## config.mk

```make
export PLATFORM = sky130hd
export DESIGN_NAME = onehot_event_decoder
export DESIGN_NICKNAME = d
export VERILOG_FILES = /design/src/rtl/onehot_event_decoder.sv
export SDC_FILE = /design/constraint.sdc
export NUM_CORES = 1
export LEC_CHECK = 0
export CAP_MARGIN = 10
export CORE_MARGIN = 5
export CORE_UTILIZATION = 41
export DETAILED_ROUTE_END_ITERATION = 16
export PLACE_DENSITY_LB_ADDON = 0.08
export SYNTH_ARGS = -nofsm -noshare
export SYNTH_HDL_FRONTEND = slang
export SYNTH_SLANG_ARGS = --single-unit
```

## constraint.sdc

```tcl
create_clock -name clk -period 2.3 [get_ports clk]
set_clock_uncertainty 0.15 [all_clocks]
set_input_delay 0.46 -clock clk [delete_from_list [all_inputs] [get_ports clk]]
set_output_delay 0.46 -clock clk [all_outputs]
set_load 0.02 [all_outputs]
```

## src/rtl/onehot_event_decoder.sv

```systemverilog
// ---------------------------------------------------------------------------
// onehot_event_decoder
//
// Purpose:
//   Sequential inverse of the 4-input priority encoder. It accepts an encoded
//   index plus the encoder's valid flag over a valid/ready handshake. It then
//   regenerates the matching one-hot strobe for HOLD cycles. Downstream logic
//   uses the strobe as a per-line enable, for example an interrupt ack or a
//   channel select. Back-to-back events follow each other with no idle cycle
//   between strobes.
//
// Parameters:
//   IDX_W  encoded index width; OUT_W = 2**IDX_W strobe lines
//   HOLD   cycles each strobe stays asserted (1..255)
//   CNT_W  width of each per-line event counter
//
// Ports:
//   clk         rising-edge clock
//   rst_n       asynchronous active-low reset
//   in_valid    upstream offers an event
//   in_ready    block can accept this cycle (from state only)
//   in_code     encoded index
//   in_v        encoder valid flag; 0 = "no line active"
//   out_onehot  registered one-hot strobe
//   out_valid   registered, high while a strobe is driven
//   out_idx     registered copy of the strobed index
//   cnt_clr     synchronous clear of all event counters
//   evt_cnt     flattened per-line counters, line k at [k*CNT_W +: CNT_W]
//
// Build option:
//   ONEHOT_DEC_CNT_EN  when defined, builds saturating per-line event
//                      counters. When undefined, evt_cnt is tied to 0 and
//                      cnt_clr is ignored.
// ---------------------------------------------------------------------------
module onehot_event_decoder #(
  parameter int IDX_W = 2,
  parameter int HOLD  = 1,
  parameter int CNT_W = 8
) (
  input  logic                          clk,
  input  logic                          rst_n,
  input  logic                          in_valid,
  output logic                          in_ready,
  input  logic [IDX_W-1:0]              in_code,
  input  logic                          in_v,
  output logic [(2**IDX_W)-1:0]         out_onehot,
  output logic                          out_valid,
  output logic [IDX_W-1:0]              out_idx,
  input  logic                          cnt_clr,
  output logic [(2**IDX_W)*CNT_W-1:0]   evt_cnt
);

  localparam int OUT_W = 2**IDX_W;
  localparam logic [7:0] HOLD_LAST = 8'(HOLD - 1);

  typedef enum logic {
    S_IDLE = 1'b0,
    S_HOLD = 1'b1
  } state_t;

  state_t            state;
  state_t            state_nx;
  logic [7:0]        hold_cnt;
  logic [7:0]        hold_cnt_nx;
  logic [OUT_W-1:0]  onehot_nx;
  logic              valid_nx;
  logic [IDX_W-1:0]  idx_nx;
  logic              accept;
  logic              accept_evt;

  function automatic logic [OUT_W-1:0] decode(input logic [IDX_W-1:0] code);
    logic [OUT_W-1:0] r;
    r       = '0;
    r[code] = 1'b1;
    return r;
  endfunction

  // in_ready depends only on state and reset, so it has no combinational
  // path from in_valid.
  assign in_ready   = rst_n && ((state == S_IDLE) || (hold_cnt == 8'd0));
  assign accept     = in_valid && in_ready;
  assign accept_evt = accept && in_v;

  always_comb begin
    state_nx    = state;
    hold_cnt_nx = hold_cnt;
    onehot_nx   = out_onehot;
    valid_nx    = out_valid;
    idx_nx      = out_idx;
    case (state)
      S_IDLE: begin
        // An event with in_v=0 is consumed here and produces nothing.
        if (accept_evt) begin
          state_nx    = S_HOLD;
          hold_cnt_nx = HOLD_LAST;
          onehot_nx   = decode(in_code);
          valid_nx    = 1'b1;
          idx_nx      = in_code;
        end
      end
      S_HOLD: begin
        if (hold_cnt != 8'd0) begin
          hold_cnt_nx = hold_cnt - 8'd1;
        end else if (accept_evt) begin
          // Reload in the last cycle so consecutive strobes abut, even
          // when the new index equals the current one.
          hold_cnt_nx = HOLD_LAST;
          onehot_nx   = decode(in_code);
          valid_nx    = 1'b1;
          idx_nx      = in_code;
        end else begin
          state_nx  = S_IDLE;
          onehot_nx = '0;
          valid_nx  = 1'b0;
          idx_nx    = '0;
        end
      end
      default: begin
        state_nx    = S_IDLE;
        hold_cnt_nx = 8'd0;
        onehot_nx   = '0;
        valid_nx    = 1'b0;
        idx_nx      = '0;
      end
    endcase
  end

  // ---- strobe register stage ----
  always_ff @(posedge clk or negedge rst_n) begin
    if (!rst_n) begin
      state      <= S_IDLE;
      hold_cnt   <= 8'd0;
      out_onehot <= '0;
      out_valid  <= 1'b0;
      out_idx    <= '0;
    end else begin
      state      <= state_nx;
      hold_cnt   <= hold_cnt_nx;
      out_onehot <= onehot_nx;
      out_valid  <= valid_nx;
      out_idx    <= idx_nx;
    end
  end

`ifdef ONEHOT_DEC_CNT_EN
  logic [CNT_W-1:0] cnt_q [OUT_W];

  function automatic logic [CNT_W-1:0] sat_inc(input logic [CNT_W-1:0] c);
    return (c == {CNT_W{1'b1}}) ? c : c + CNT_W'(1);
  endfunction

  // ---- counter register stage ----
  // A clear wins over an increment in the same cycle.
  always_ff @(posedge clk or negedge rst_n) begin
    if (!rst_n) begin
      for (int k = 0; k < OUT_W; k++) cnt_q[k] <= '0;
    end else if (cnt_clr) begin
      for (int k = 0; k < OUT_W; k++) cnt_q[k] <= '0;
    end else if (accept_evt) begin
      cnt_q[in_code] <= sat_inc(cnt_q[in_code]);
    end
  end

  for (genvar g = 0; g < OUT_W; g++) begin : g_cnt
    assign evt_cnt[g*CNT_W +: CNT_W] = cnt_q[g];
  end
`else
  logic cnt_clr_unused;
  assign cnt_clr_unused = cnt_clr;
  assign evt_cnt        = '0;
`endif

endmodule

```

==> flow_summary.toml <==
[status]
status = "finished, violations left"
violations = "negative setup slack"

[pwr]
power.total_mw = 1.121
p_leak_nw = 0.6069
irDropWorstVdd_v = 0.0005300
p_per_area_nw_per_um2 = 867.4

[clock_network]
cts_tree = "yes"
clk_pin_slew_ns = 0.09
cts-htree-levels = 1
clock-sinks = 16
cts-root-buf = "clkbuf_4"
clockBufferDepth = 2
cts_buffers = 3
cts_hold_buf = 0
clock_latency_ns = 0.29

[route]
wl_per_cell_um = 12.94
via_per_inst = 4.643
ant_nets = 0
vias = 794
drtIter0Drc = 11
totalWireLength_mm = 2.213
drc = 0
first_pass_iters = 4

[floorplan]
core_um2 = 2455
rows = 18
dieHeight_um = 60.27
dieArea_um2 = 3632
ios = 47
initial_core_util_pct = 42.20
die_w_um = 60.27

[synth]
synthArstFlopShare_pct = 100.0
synthFlopType = "dfrtp_1"
yosys_register_bits = 16
synth_enable_flop_cells = 0
avgSynthCellArea_um2 = 9.961
netlist_instances = 104
syn_area_um2 = 1036
ys_seq_area_share_pct = 38.65
ys_types = 31
yosys_warnings = 0

[hold_path]
hold_path_class = "reg2reg"

[final_layout]
mostFrequentLayoutCells = "32 x conb_1, 21 x buf_4, 16 x dfrtp_1"
post_route_cells_drive_above_1_share_pct = 26.95
nNetsFinal = 151
mostFrequentLayoutCell = "conb_1"
utilization_pct = 52.65
diodes = 0
fin_area_um2 = 1292
stdcell_count = 171
syn2layout_area_growth_pct = 24.76

[global_routing]
antenna_found_initial = 0
grt_pass1_wl_mm = 3.484
grt_max_degree = 18
grt_pass1_vias = 747
track_usage_pct = 13.03
gr-total-overflow = 0

[timing]
drv_slew = 0
whs_ns = 0.3560
setup_slack_ns = -0.002905
setup_viol = 1
rsz0062_at_grt = "yes"
fin_crit_sh_pct = 100.1
fin_tns_setup_ns = -0.002905
period_needed_ns = 2.303
hold_violations = 0
max_clock_freq_mhz = 434.2

[worst_setup_path]
end_kind = "output port"
required_ns = 1.69
critPathMaxFanout = 4
crit_type = "reg2out"
startpoint_type = "flop"
cp.arrival_ns = 1.69

[placed_design]
place_area_um2 = 1177
portBuffers = 13
hpwl_mm = 1.573
dp_slack_ns = -0.2706
routabilityCongestion = 0.7638
placedCellCount = 159

[job]
cap_violations = 0
## power breakdown
group / switching (mW) / internal (mW)
sequential: 0.0461 / 0.350
clock: 0.0938 / 0.0963
combinational: 0.267 / 0.267
## cell type report
type                       count  area [um^2]
fill                         223         1162
multi-input combinational     81        506.7
sequential                    16        400.4
timing repair buffer          34        289.0
tap                           30        37.54
clock buffer                   4        36.28
inverter                       6        22.52
## critical path, stage by stage (launching register included)
cell,delay (ns)
dfrtp_1,0.39
or4_4,0.59
o21ai_2,0.17
and2_4,0.16
buf_6,0.11
## registers in the layout, indices dropped and copies added (netlist names)
| register | flops |
|---|---|
| hold_cnt | 8 |
| out_idx | 2 |
| out_onehot | 4 |
| out_valid | 1 |
| state | 1 |
## final timing paths
path                               start             to  slack, ns  cells after the start
setup reg to reg             hold_cnt[0]    hold_cnt[4]       0.23                     11
hold reg to reg            out_onehot[2]  out_onehot[2]       0.36                      1
hold / removal             out_onehot[2]  out_onehot[2]       0.36                      1
max in group asynchronous          rst_n    hold_cnt[7]       1.39                      2
min in group asynchronous          rst_n    hold_cnt[2]       0.41                      2
setup / recovery             hold_cnt[4]       in_ready     -0.003                      4
## Yosys cell counts (all sizes together), types with 2 or more instances
master / n / area share [%]
buf: 32 / 23
dfrtp: 16 / 39
o21ai: 7 / 3.7
inv: 6 / 2.2
nor2: 6 / 3.6
a21oi: 5 / 2.8
a32o: 4 / 3.9
nand3: 4 / 1.9
a22o: 2 / 1.7
and2: 2 / 1.2
ha: 2 / 2.4
mux2i: 2 / 1.9
nor4b: 2 / 2.3
o211ai: 2 / 1.9
or4: 2 / 1.8
xor2: 2 / 1.7
## kinds of logic (layout without fill, tap and decap cells)
logic type,Yosys count,after routing,share of synthesized area (%)
flops,16,16,38.65
mux,2,2,1.932
xor+xnor,2,2,1.691
buf+inv,38,44,25.36
compound gates,22,22,15.58
fa+ha+maj,2,2,2.415
other cells,1,32,0.3620
simple gates,21,21,14.01
## per-layer routing
layer | part of all wire, % | wire, um | up-vias | GRT usage, %
met3 | 8.9 | 197 | 4 | 4.536
met4 | 1.4 | 31 | 0 | 5.696
met2 | 46 | 1007 | 36 | 19.14
li1 | - | - | 373 | -
met5 | 0 | 0 | - | 0
met1 | 44 | 975 | 381 | 17.13
## repair_timing
item / CTS / global route
setup endpoints to repair: 1 / 1
pin swaps: 4 / 2
gates cloned: 0 / 0
buffers inserted: 6 / 2
resized for setup: 12 / 0
No activity file was read; power rests on OpenSTA's default activity.
